==> src/rtl/sp_bram_ctrl_pkg.sv <==
// Shared types and helpers for the block-RAM request controller.
package sp_bram_ctrl_pkg;

    typedef enum logic {
        CLEAR = 1'b0,
        SERVE = 1'b1
    } ctrl_state_e;

    // Width of the port tag carried with an in-flight response.
    function automatic int tag_width(input int num_ports);
        return (num_ports > 1) ? $clog2(num_ports) : 1;
    endfunction

endpackage

==> src/rtl/sp_bram_ctrl_rr_arbiter.sv <==
// Round-robin arbiter: grants the first requester at or after the priority
// pointer, then moves the pointer just past the winner.
module rr_arbiter
    import sp_bram_ctrl_pkg::*;
#(
    parameter  int NUM_PORTS = 2,
    localparam int IdxWidth  = tag_width(NUM_PORTS)
) (
    input  logic                 clk_i,
    input  logic                 rst_i,
    input  logic [NUM_PORTS-1:0] req,
    input  logic                 advance,
    output logic [NUM_PORTS-1:0] gnt,
    output logic [IdxWidth-1:0]  idx
);

    logic [IdxWidth-1:0] prio_q;
    logic                found;

    function automatic int wrap(input int v);
        return (v >= NUM_PORTS) ? v - NUM_PORTS : v;
    endfunction

    // Cyclic scan starting at the priority pointer; first requester wins.
    always_comb begin
        gnt   = '0;
        idx   = '0;
        found = 1'b0;
        for (int i = 0; i < NUM_PORTS; i++) begin
            if (!found && req[wrap(int'(prio_q) + i)]) begin
                found                        = 1'b1;
                gnt[wrap(int'(prio_q) + i)]  = 1'b1;
                idx                          = IdxWidth'(wrap(int'(prio_q) + i));
            end
        end
    end

    // Pointer moves past the winner only when a grant is actually issued.
    always_ff @(posedge clk_i) begin
        if (rst_i) begin
            prio_q <= '0;
        end else if (advance) begin
            prio_q <= IdxWidth'(wrap(int'(idx) + 1));
        end
    end

endmodule

==> src/rtl/sp_bram_ctrl.sv <==
// Arbiter and sequencer in front of a single-port byte-writable block RAM.
// Optionally zero-fills the RAM after reset, then shares the RAM port among
// requesters round-robin and routes each response back to its issuer.
//
// state | meaning
// CLEAR | writing zero to every word, one per cycle, no grants
// SERVE | arbitrating requesters onto the RAM port
module sp_bram_ctrl
    import sp_bram_ctrl_pkg::*;
#(
    parameter  int NUM_PORTS      = 2,
    parameter  int NB_COL         = 4,
    parameter  int COL_WIDTH      = 8,
    parameter  int RAM_DEPTH      = 1024,
    parameter  bit CLEAR_ON_RESET = 1'b1,
    localparam int DataWidth      = NB_COL * COL_WIDTH,
    localparam int AddrWidth      = $clog2(RAM_DEPTH)
) (
    input  logic                                clk_i,
    input  logic                                rst_i,
    input  logic [NUM_PORTS-1:0]                req_i,
    input  logic [NUM_PORTS-1:0][AddrWidth-1:0] addr_i,
    input  logic [NUM_PORTS-1:0][DataWidth-1:0] wdata_i,
    input  logic [NUM_PORTS-1:0][NB_COL-1:0]    bwe_i,
    output logic [NUM_PORTS-1:0]                gnt_o,
    output logic [NUM_PORTS-1:0]                rvalid_o,
    output logic [NUM_PORTS-1:0][DataWidth-1:0] rdata_o,
    output logic                                clear_done_o,
    output logic                                mem_req_o,
    output logic [AddrWidth-1:0]                mem_addr_o,
    output logic [DataWidth-1:0]                mem_wdata_o,
    output logic [NB_COL-1:0]                   mem_bwe_o,
    input  logic [DataWidth-1:0]                mem_rdata_i
);

    localparam int                   TagWidth = tag_width(NUM_PORTS);
    localparam logic [AddrWidth-1:0] LastAddr = AddrWidth'(RAM_DEPTH - 1);

    ctrl_state_e           state_q;
    logic [AddrWidth-1:0]  clr_cnt_q;
    logic                  rsp_valid_q;
    logic [TagWidth-1:0]   rsp_id_q;
    logic [NUM_PORTS-1:0]  arb_gnt;
    logic [TagWidth-1:0]   arb_idx;
    logic                  serving;
    logic                  any_gnt;

    // Reset masks everything combinationally, so a held reset never leaks a grant.
    assign serving      = (state_q == SERVE) && !rst_i;
    assign any_gnt      = serving && (|req_i);
    assign clear_done_o = serving;

    rr_arbiter #(
        .NUM_PORTS (NUM_PORTS)
    ) u_arb (
        .clk_i   (clk_i),
        .rst_i   (rst_i),
        .req     (req_i),
        .advance (any_gnt),
        .gnt     (arb_gnt),
        .idx     (arb_idx)
    );

    // Sequencer: walk the clear counter through every word, then serve.
    always_ff @(posedge clk_i) begin
        if (rst_i) begin
            state_q   <= CLEAR_ON_RESET ? CLEAR : SERVE;
            clr_cnt_q <= '0;
        end else if (state_q == CLEAR) begin
            if (clr_cnt_q == LastAddr) begin
                state_q   <= SERVE;
                clr_cnt_q <= '0;
            end else begin
                clr_cnt_q <= clr_cnt_q + 1'b1;
            end
        end
    end

    // Remember who was granted so the next-cycle RAM data goes back to them.
    always_ff @(posedge clk_i) begin
        if (rst_i) begin
            rsp_valid_q <= 1'b0;
            rsp_id_q    <= '0;
        end else begin
            rsp_valid_q <= any_gnt;
            if (any_gnt) begin
                rsp_id_q <= arb_idx;
            end
        end
    end

    // RAM port mux: clear writer during CLEAR, arbitration winner during SERVE.
    always_comb begin
        mem_req_o   = 1'b0;
        mem_addr_o  = '0;
        mem_wdata_o = '0;
        mem_bwe_o   = '0;
        gnt_o       = '0;
        if (!rst_i) begin
            if (state_q == CLEAR) begin
                mem_req_o  = 1'b1;
                mem_addr_o = clr_cnt_q;
                mem_bwe_o  = '1;
            end else if (any_gnt) begin
                mem_req_o   = 1'b1;
                gnt_o       = arb_gnt;
                mem_addr_o  = addr_i[arb_idx];
                mem_wdata_o = wdata_i[arb_idx];
                mem_bwe_o   = bwe_i[arb_idx];
            end
        end
    end

    // Response demux: data is steered to the tagged port, zero elsewhere.
    always_comb begin
        rvalid_o = '0;
        rdata_o  = '0;
        if (!rst_i && rsp_valid_q) begin
            rvalid_o[rsp_id_q] = 1'b1;
            rdata_o[rsp_id_q]  = mem_rdata_i;
        end
    end

endmodule

==> config.mk <==
export PLATFORM = sky130hd
export DESIGN_NAME = sp_bram_ctrl
export DESIGN_NICKNAME = d
export VERILOG_FILES = /design/src/rtl/sp_bram_ctrl_pkg.sv /design/src/rtl/sp_bram_ctrl_rr_arbiter.sv /design/src/rtl/sp_bram_ctrl.sv
export SDC_FILE = /design/constraint.sdc
export NUM_CORES = 1
export LEC_CHECK = 0
export CAP_MARGIN = 20
export CORE_AREA = 2 2 96 98
export DETAILED_ROUTE_END_ITERATION = 10
export DIE_AREA = 0 0 98 100
export GPL_ROUTABILITY_DRIVEN = 0
export MAX_ROUTING_LAYER = met4
export PLACE_DENSITY = 0.68
export SETUP_SLACK_MARGIN = 0.1
export SLEW_MARGIN = 20
export SYNTH_ARGS = -nofsm -noshare
export SYNTH_HDL_FRONTEND = slang
export SYNTH_SLANG_ARGS = --single-unit
==> constraint.sdc <==
create_clock -name clk_i -period 2.05 [get_ports clk_i]
set_input_delay 0.41 -clock clk_i [delete_from_list [all_inputs] [get_ports clk_i]]
set_output_delay 0.41 -clock clk_i [all_outputs]
set_load 0.01 [all_outputs]
==> results_dict.tcl <==
set metrics [dict create \
    status "finished with violations" \
    violations "setup timing" \
    yosysTopAreaCell "and2_1" \
    total_power_uw 908 \
    clock_path_buffers 2 \
    die_w_microns 98 \
    critPathLaunchType "register" \
    finalCriticalPeriod_ps 2060 \
    leakage_uw 0.00206 \
    numCtsBuffers 3 \
    holdBufCountCts 0 \
    synth_fa_ha_area_frac 0.00735 \
    clkSlewWorstSetupHoldPaths_ps 60 \
    finalClockSkew_ps 3.24 \
    grt_pass1_vias 2629 \
    power_density_mw_per_mm2 209 \
    routed_wirelength_microns 10200 \
    cp.required_ps 1640 \
    synth_area_per_cell_sq_um 7.71 \
    finalNonFillerCells 603 \
    drive_gt1_frac 0.324 \
    nets 618 \
    cts_num_sinks 14 \
    grt_use_total 0.193 \
    rsz0062_at_grt "yes" \
    synth_top_family_by_area "simple AND/OR/NAND/NOR gates" \
    cts_tree "done" \
    synth_top_area_frac 0.265 \
    max_freq_mhz 486 \
    synth-xor-area-share 0.0154 \
    num_vias 2743 \
    setup_viol 2 \
    fin_ws_ps -6.76 \
    worst_pin_slew_ps 369 \
    synthSimpleGateAreaFrac 0.429 \
    start_util 0.192 \
    syn_to_final_growth_pct 155 \
    synth_ff_type "dfxtp_1" \
    vdd_drop_max_mv 0.446 \
    die_h_microns 100 \
    cp-end-kind "output port" \
    worst-path-max-fanout 7 \
    portBuffers 243 \
    synth_edf_count 0 \
    hp-class "reg -> reg" \
    critPathKind "reg -> out" \
    insertion_delay_ps 260 \
    place_hpwl_microns 7770 \
    grt_pass1_wl_microns 14600 \
    ios 244 \
    hold_viol_final 0 \
    antenna_left 0 \
    synth_cell_types 41 \
    synthTopCellsByArea "and2_1, a22o_1, dfxtp_1, a221o_1, buf_6" \
    wl_per_cell_microns 17.0 \
    clock-root-buffer "clkbuf_8" \
    die-area_sq_mm 0.00980 \
    overflow 0 \
    row_count 35 \
    worst_path_max_delay_cell "dfxtp_2" \
    drtIter0Drc 52 \
    core-area_sq_mm 0.00889 \
    h-tree-depth 1 \
    postSynthCellCount 221 \
    drt_pass1_iterations 4 \
    cp_slowest_stage_delay_ps 340 \
    yosysSeqAreaShare 0.165 \
    path_cells "nand2b_4 > and3_4 > buf_12 > buf_16 > a221o_1 > buf_2" \
    dpl.cell_count 575 \
    slew_headroom 0.751 \
    routed_via_density 4.55 \
    fillers 903 \
    cap_violations 0 \
    slew_violations 0 \
    synth_mux_area_frac 0 \
    antenna_found_initial 4 \
    grt_max_degree 18 \
    syn_nets 350 \
    yosys_warnings 0 \
    synth_compound_area_frac 0.310 \
    cp_data_arrival_time_ps 1650 \
    syn_area_sq_mm 0.00170 \
    async_flop_share 0 \
    ys_ff_latch 14 \
    post-route-period-util 1.00 \
    remaining_drc_errors 0 \
]
-- metrics by stage --
| stage | setup slack, ps | hold slack, ps | setup TNS [ps] | util | instance area (sq um) |
|---|---|---|---|---|---|
| after floorplan | 310 | 452 | 0 | - | 1700 |
| after global placement | -690 | 470 | -65980 | 0.491 | 4360 |
| after detailed placement | -665 | 478 | -69740 | 0.491 | 4360 |
| after CTS | -26.9 | 476 | -164 | 0.514 | 4570 |
| after global routing | -55.1 | 512 | -442 | 0.488 | 4340 |
| final | -6.76 | 484 | -7.99 | 0.488 | 4340 |
-- final cells by class --
cell class	instances	area, sq um	share of cell area
multi-input cells	184	1320	0.305
inverters	2	7.51	0.00173
repair buffers	284	2520	0.581
well taps	111	139	0.0320
diodes	4	10.0	0.00231
clock buffers	4	55.1	0.0127
flip-flops and latches	14	283	0.0652
-- kinds of logic after synthesis --
family / count (synthesis)
simple gates: 118
flops: 14
fa+ha+maj: 1
xor+xnor: 3
compound gates: 62
buf+inv: 23
-- sequential cells by signal, summed over array words and instances (netlist names) --
signal        count
rsp_id_q          1
clr_cnt_q        10
state_q           1
u_arb.prio_q      1
rsp_valid_q       1
-- cell usage in the layout (no fill, tap or decap), drive strengths merged, types with 5 or more instances in the layout --
cell type and n:
clkdlybuf4s50 124, dlygate4sd2 15, nor2 6, and2 72
buf 102, a221o 13, dfxtp 14, nand2 11
or3 5, clkbuf 42, a22o 32
-- worst max-delay path: cells and delay by family, from the launching register on --
| kind | cells | cell delay, ps |
|---|---|---|
| AO/OA/AOI/OAI | 1 | 310 |
| buffers and inverters | 3 | 410 |
| flip-flops | 1 | 340 |
| AND/OR/NAND/NOR | 2 | 330 |
-- layer usage --
metal | up-vias | part of all wire | wire length (microns) | track usage
met3 | 7 | 0.080 | 820 | 0.0494
met2 | 113 | 0.49 | 5040 | 0.332
met4 | 0 | 0.010 | 106 | 0.0342
met1 | 1266 | 0.42 | 4260 | 0.232
met5 | - | 0 | 0 | -
li1 | 1357 | - | - | -
-- report_power, final --
part	switching (uW)	internal (uW)	leakage (uW)	total, uW
registers	12.7	281	0.000115	294
clock network	109	171	0.0000288	280
logic	85.9	248	0.00192	334
-- repair_timing --
action,in CTS,in global routing
buffers inserted,11,2
gates cloned,8,0
setup endpoints to repair,116,106
resized for setup,338,79
pin swaps,13,18
-- synth_stat cells (2+ instances only) --
master    instances
dfxtp_1          14
or3_1             5
nand2_1          11
nor3_1            4
nand2b_1          2
a31oi_1           2
buf_6             4
buf_2             7
a221o_1          13
nand4b_1          2
nand3b_1          2
inv_1             2
o22ai_1           2
nand3_1           4
nor2b_1           2
a22o_1           32
nor2_1            6
clkbuf_1          9
a21oi_1           4
xor2_1            2
and2_1           72
-- final timing paths --
kind           startpoint       endpoint  slack, ps  cells past startpoint
max          u_arb.prio_q  mem_addr_o[5]         -7                      6
min          u_arb.prio_q   u_arb.prio_q        480                      2
max reg2reg       state_q   clr_cnt_q[9]        400                      5
min reg2reg  u_arb.prio_q   u_arb.prio_q        480                      2
No activity file was read; power rests on OpenSTA's default activity.
